==> src/rtl/sd_spi_card_responder.sv <==
// SD card emulator on the SPI bus: answers the init sequence (CMD0/8/55/41/58/16)
// and streams one 512-byte block per CMD17 from an external byte source.
module sd_spi_card_responder #(
  parameter int unsigned INIT_POLLS = 3,
  parameter logic [31:0] OCR        = 32'hC0FF8000
) (
  input  logic        clk,
  input  logic        rstn,
  input  logic        spi_ssn,
  input  logic        spi_sck,
  input  logic        spi_mosi,
  output logic        spi_miso,
  output logic [31:0] blk_addr,
  output logic [8:0]  byte_idx,
  input  logic [7:0]  rd_byte,
  output logic        card_ready,
  output logic        cmd_strobe,
  output logic [5:0]  cmd_index
);

  typedef enum logic [2:0] {
    StIdle, StCmd, StNcr, StResp, StNac, StToken, StData, StCrc
  } state_e;

  state_e      state_q;
  logic [1:0]  ssn_s, sck_s, mosi_s;
  logic        sck_q;
  logic [2:0]  bit_cnt;
  logic [6:0]  rx_q;
  logic [7:0]  tx_q;
  logic [39:0] frame_q;
  logic [2:0]  cnt_q;
  logic [39:0] resp_q;
  logic        data_pend;
  logic        app_q;
  logic [31:0] polls_q;

  logic        sck_rise, sck_fall, active;
  logic [7:0]  rx_byte;
  logic        idle, legal, ready_n, pend_n, app_n, latch_addr;
  logic [7:0]  r1;
  logic [31:0] ext, polls_n;
  logic [2:0]  len_n;
  logic [39:0] resp_n;

  assign sck_rise = sck_s[1] & ~sck_q;
  assign sck_fall = ~sck_s[1] & sck_q;
  assign active   = ~ssn_s[1];
  assign rx_byte  = {rx_q, mosi_s[1]};

  // Command decode; only meaningful on the boundary that completes the 6th frame byte,
  // where {frame_q, rx_byte} is the whole 48-bit frame.
  always_comb begin
    idle       = ~card_ready;
    legal      = (frame_q[39:38] == 2'b01) && rx_byte[0];
    r1         = {5'b0, 1'b1, 1'b0, idle};
    ext        = 32'hFFFF_FFFF;
    len_n      = 3'd1;
    ready_n    = card_ready;
    polls_n    = polls_q;
    pend_n     = 1'b0;
    app_n      = legal && (frame_q[37:32] == 6'd55);
    latch_addr = legal && (frame_q[37:32] == 6'd17);
    if (legal) begin
      case (frame_q[37:32])
        6'd0: begin
          r1      = 8'h01;
          ready_n = 1'b0;
          polls_n = '0;
        end
        6'd8: begin
          r1    = {7'b0, idle};
          ext   = {24'h000001, frame_q[7:0]};
          len_n = 3'd5;
        end
        6'd55, 6'd16: r1 = {7'b0, idle};
        6'd41: begin
          if (app_q) begin
            if (polls_q < INIT_POLLS) begin
              r1      = 8'h01;
              polls_n = polls_q + 32'd1;
            end else begin
              r1      = 8'h00;
              ready_n = 1'b1;
            end
          end
        end
        6'd58: begin
          r1    = {7'b0, idle};
          ext   = OCR;
          len_n = 3'd5;
        end
        6'd17: begin
          if (card_ready) begin
            r1     = 8'h00;
            pend_n = 1'b1;
          end
        end
        default: ;
      endcase
    end
    resp_n = {r1, ext};
  end

  // The state names the byte currently on MISO; each byte boundary picks the next one.
  always_ff @(posedge clk or negedge rstn) begin
    if (!rstn) begin
      state_q    <= StIdle;
      ssn_s      <= 2'b11;
      sck_s      <= 2'b00;
      mosi_s     <= 2'b11;
      sck_q      <= 1'b0;
      bit_cnt    <= '0;
      rx_q       <= '0;
      tx_q       <= 8'hFF;
      frame_q    <= '0;
      cnt_q      <= '0;
      resp_q     <= '1;
      data_pend  <= 1'b0;
      app_q      <= 1'b0;
      polls_q    <= '0;
      spi_miso   <= 1'b1;
      blk_addr   <= '0;
      byte_idx   <= '0;
      card_ready <= 1'b0;
      cmd_strobe <= 1'b0;
      cmd_index  <= '0;
    end else begin
      ssn_s      <= {ssn_s[0], spi_ssn};
      sck_s      <= {sck_s[0], spi_sck};
      mosi_s     <= {mosi_s[0], spi_mosi};
      sck_q      <= sck_s[1];
      cmd_strobe <= 1'b0;
      if (!active) begin
        state_q  <= StIdle;
        bit_cnt  <= '0;
        tx_q     <= 8'hFF;
        spi_miso <= 1'b1;
        app_q    <= 1'b0;
      end else begin
        if (sck_fall) begin
          spi_miso <= tx_q[7];
          tx_q     <= {tx_q[6:0], 1'b1};
        end
        if (sck_rise) begin
          bit_cnt <= bit_cnt + 3'd1;
          rx_q    <= rx_byte[6:0];
          if (bit_cnt == 3'd7) begin
            tx_q <= 8'hFF;
            case (state_q)
              StIdle: begin
                if (!rx_byte[7]) begin
                  state_q <= StCmd;
                  frame_q <= {32'b0, rx_byte};
                  cnt_q   <= 3'd1;
                end
              end
              StCmd: begin
                if (cnt_q == 3'd5) begin
                  state_q    <= StNcr;
                  cmd_strobe <= 1'b1;
                  cmd_index  <= frame_q[37:32];
                  card_ready <= ready_n;
                  polls_q    <= polls_n;
                  app_q      <= app_n;
                  data_pend  <= pend_n;
                  resp_q     <= resp_n;
                  cnt_q      <= len_n;
                  if (latch_addr) blk_addr <= frame_q[31:0];
                end else begin
                  frame_q <= {frame_q[31:0], rx_byte};
                  cnt_q   <= cnt_q + 3'd1;
                end
              end
              StNcr, StResp: begin
                if (cnt_q != 3'd0) begin
                  state_q <= StResp;
                  tx_q    <= resp_q[39:32];
                  resp_q  <= {resp_q[31:0], 8'hFF};
                  cnt_q   <= cnt_q - 3'd1;
                end else begin
                  state_q <= data_pend ? StNac : StIdle;
                end
              end
              StNac: begin
                state_q  <= StToken;
                tx_q     <= 8'hFE;
                byte_idx <= '0;
              end
              StToken, StData: begin
                // byte_idx wraps to 0 once all 512 bytes have been loaded.
                if (state_q == StData && byte_idx == 9'd0) begin
                  state_q <= StCrc;
                  cnt_q   <= 3'd1;
                end else begin
                  state_q  <= StData;
                  tx_q     <= rd_byte;
                  byte_idx <= byte_idx + 9'd1;
                end
              end
              StCrc: begin
                if (cnt_q != 3'd0) cnt_q <= 3'd0;
                else state_q <= StIdle;
              end
              default: state_q <= StIdle;
            endcase
          end
        end
      end
    end
  end

endmodule

==> config.mk <==
export PLATFORM = sky130hd
export DESIGN_NAME = sd_spi_card_responder
export DESIGN_NICKNAME = d
export VERILOG_FILES = /design/src/rtl/sd_spi_card_responder.sv
export SDC_FILE = /design/constraint.sdc
export NUM_CORES = 1
export LEC_CHECK = 0
export CORE_ASPECT_RATIO = 1.5
export CORE_MARGIN = 4
export CORE_UTILIZATION = 40
export CTS_CLUSTER_SIZE = 10
export DETAILED_ROUTE_END_ITERATION = 16
export MAX_ROUTING_LAYER = met4
export PLACE_DENSITY = 0.54
export SLEW_MARGIN = 20
export SYNTH_ARGS = -nofsm -noshare
export SYNTH_HDL_FRONTEND = slang
export SYNTH_SLANG_ARGS = --single-unit
==> constraint.sdc <==
create_clock -name clk -period 3 [get_ports clk]
set_input_delay 0.6 -clock clk [delete_from_list [all_inputs] [get_ports clk]]
set_output_delay 0.6 -clock clk [all_outputs]
set_load 0.02 [all_outputs]
==> flow_summary_export.csv <==
group,metric,value,unit
timing,setup_viol,0,
timing,fin_crit_sh,84.8,%
clock_tree,clk_path_buf_depth,2,
cells_and_area,drive_above_1_share,20.1,%
timing,final-hold-violation-count,0,
drt,via_per_inst,5.30,
logic_synthesis,ys_warn_count,0,
setup_path,critPathCaptureType,"flip-flop",
logic_synthesis,synth-edff-count,0,
cells_and_area,layout.cells.most_common_list,"142 x dfrtp_1, 129 x nand2_1, 107 x o21ai_0",
power,p_int,0.00390,W
logic_synthesis,ys_types,56,
setup_path,cp_num_cells,7,
setup_path,crit_buf_inv,1,
clock_tree,cts_resized,0,
logic_synthesis,synth_area,8630,sq um
place,dp_hpwl,13.1,mm
timing,fmax,0.393,GHz
cells_and_area,final_common_cell,"dfrtp_1",
timing,slew_headroom,45.6,%
die,rows,65,
logic_synthesis,synth_top_cell_area_share,41.2,%
clock_tree,tritoncts,"built",
setup_path,crit_slowest_cell,"or4_4",
timing,worst_slew_pin_slew,0.814,ns
timing,period_minus_slack,2.55,ns
setup_path,worst_setup_path_start_kind,"flip-flop",
run,cap_violations,0,
logic_synthesis,synth_seq_cells,195,
power,seqPwrFrac,53.6,%
clock_tree,postCtsSetupBuffers,0,
die,die_y,188,um
power,peakVddDrop,0.400,mV
place,gp_congestion,0.828,
setup_path,critical_path_required,3.32,ns
logic_synthesis,synth_top_flop_cell,"dfrtp_1",
cells_and_area,num-fill-cells,2024,
clock_tree,cts_made_buffers,17,
cells_and_area,nNetsFinal,882,
power,power_frac_clock,43.2,%
global_routing,grt_util_all_layers,17.2,%
drt,drcViolationCount,0,
place,io_buffer_count,62,
drt,wirelength,19.2,mm
clock_tree,cts_sinks,195,
setup_path,crit_family,"simple AND/OR/NAND/NOR gates",
timing,clock_skew,0.0135,ns
timing,timing.setup.tns,0,ns
power,leakagePower,4.46,nW
timing,slew_violations,0,
power,p_sw,0.00120,W
global_routing,grt_pass1_vias,6229,
clock_tree,root_buffer,"clkbuf_16",
power,powerDensity,502,nW/um^2
clock_tree,hold_buffers,0,
logic_synthesis,syn_nets,832,
worst_hold_path,hp-class,"input port to asynchronous set/reset pin",
drt,firstDrtPassIters,4,
cells_and_area,seqCellArea,4950,sq um
setup_path,max_stage_delay,0.62,ns
power,combPwrFrac,3.2,%
logic_synthesis,netlist_instances,809,
setup_path,path_cells,"ha_1 > ha_1 > nand4bb_1 > or4_4 > or2_2 > buf_12 > mux2_4",
die,start_util,40.8,%
power,swShare,23.6,%
setup_path,rr_worst_depth,7,
die,dieArea,24000,sq um
clock_tree,cts.reportedPaths.clkPinSlew,0.08,ns
die,num_io_pins,63,
logic_synthesis,ys_seq_area_share,57.3,%
cells_and_area,diodes,0,
die,core,21100,sq um
setup_path,crit_fanout,33,
outcome,status,"finished, final reports clean",
drt,dr.first_iter.drc_count,294,
timing,rsz0062_at_grt,"no",
setup_path,path_class,"flip-flop to flip-flop",
place,place_ws,0.478,ns
logic_synthesis,synth.largest_area_cell,"dfrtp_1",
cells_and_area,multiInputGateArea,3420,sq um
global_routing,antenna_found_initial,0,
timing,fin_ws,0.455,ns
global_routing,grt_max_degree,85,
logic_synthesis,yosys-top-cells-area,"dfrtp_1 41%, dfstp_2 16%, o21ai_0 6.2%, nand2_1 5.6%, mux2_4 5.0%",
clock_tree,cts_max_level,4,
die,dieWidth,128,um
setup_path,worst_path_most_repeated_cell,"ha_1",
global_routing,grt_first_pass_wirelength,31.9,mm
drt,wl_per_cell,16.9,um
drt,postRouteAntennaNets,0,
logic_synthesis,synth_async_sr_flop_share,100,%
cells_and_area,area_delta_synth_final,17.7,%
clock_tree,clk_latency,0.44,ns
setup_path,arrival,2.87,ns
global_routing,grt_remaining_overflow,0,
drt,num_vias,6044,
logic_synthesis,avgSynthCellArea,10.7,sq um
## power groups by stage
stage                     clock network [W]  logic [W]  registers, W
final                               0.00221   0.000164       0.00273
after global routing                0.00239   0.000187       0.00274
after CTS                           0.00227   0.000171       0.00273
after detailed placement                  0   0.000170       0.00278
after global placement                    0   0.000166       0.00278
after floorplan                           0  0.0000762       0.00276
## flip-flops by register name, summed over array words and instances (netlist names), 6 cells and up
| register | cells |
|---|---|
| cmd_index | 6 |
| frame_q | 40 |
| byte_idx | 9 |
| polls_q | 32 |
| resp_q | 40 |
| blk_addr | 32 |
| tx_q | 8 |
| rx_q | 7 |
## per-stage QoR
step | power [W] | std cells | area (sq um) | hold slack (ns) | utilization (%)
after floorplan | 0.00284 | 809 | 8630 | 0.304 | -
after global placement | 0.00295 | 1108 | 9590 | 0.346 | 45.3
after detailed placement | 0.00295 | 1108 | 9590 | 0.348 | 45.3
after CTS | 0.00518 | 1140 | 10200 | 0.222 | 48.0
after global routing | 0.00532 | 1140 | 10200 | 0.245 | 48.0
final | 0.00510 | 1140 | 10200 | 0.187 | 48.0
## cell usage after synthesis (all sizes together), types with 3 or more instances
cell	n
o22ai	3
nor2	49
nor2b	34
dfrtp	142
nor3	4
nand2b	10
nand3	14
dfstp	53
a221oi	8
or4	5
o31ai	5
a211oi	10
buf	7
or3	3
o21ai	107
nor4	10
mux2i	4
clkbuf	46
a31oi	4
ha	10
nand3b	3
or2	5
nand4	8
o21bai	7
nand2	129
a211o	3
inv	10
mux2	56
a21oi	31
## final cells by class
| class | instances | area share, % |
|---|---|---|
| Inverter | 10 | 0.370 |
| Timing Repair Buffer | 84 | 8.39 |
| Clock buffer | 19 | 4.46 |
| Tap cell | 268 | 3.30 |
| Clock inverter | 13 | 1.16 |
| Sequential cell | 195 | 48.7 |
| Multi-Input combinational cell | 551 | 33.6 |
## layer usage
layer  track usage [%]  routed length, um  vias up
met2              28.2               9930      127
met3              3.93                600       37
li1                  -                  -     2922
met5                 -                  0        -
met4              6.62                431        0
met1              20.5               8270     2958
## kinds of logic (layout without fill, tap and decap cells)
group                      Yosys count  after routing  synth area share (%)
and+or+nand+nor                    284            284                  15.6
AOI/OAI and AO/OA                  195            195                  13.2
DFF                                195            195                  57.3
buffers and inverters               63            126                  3.26
muxes                               60             60                  9.03
adders and majority gates           10             10                  1.45
xor gates and xnor gates             2              2                 0.203
## worst paths after layout
| kind | start | to | slack, ns |
|---|---|---|---|
| max in group asynchronous | rstn | resp_q[36] | 1.95 |
| hold reg to reg | sck_s[0] | sck_s[1] | 0.35 |
| hold / removal | rstn | byte_idx[7] | 0.19 |
| setup reg to reg | bit_cnt[0] | blk_addr[15] | 0.45 |
| setup / recovery | bit_cnt[0] | blk_addr[15] | 0.45 |
| min in group clk | sck_s[0] | sck_s[1] | 0.35 |
Note: power is estimated with default switching activity, not from simulation.
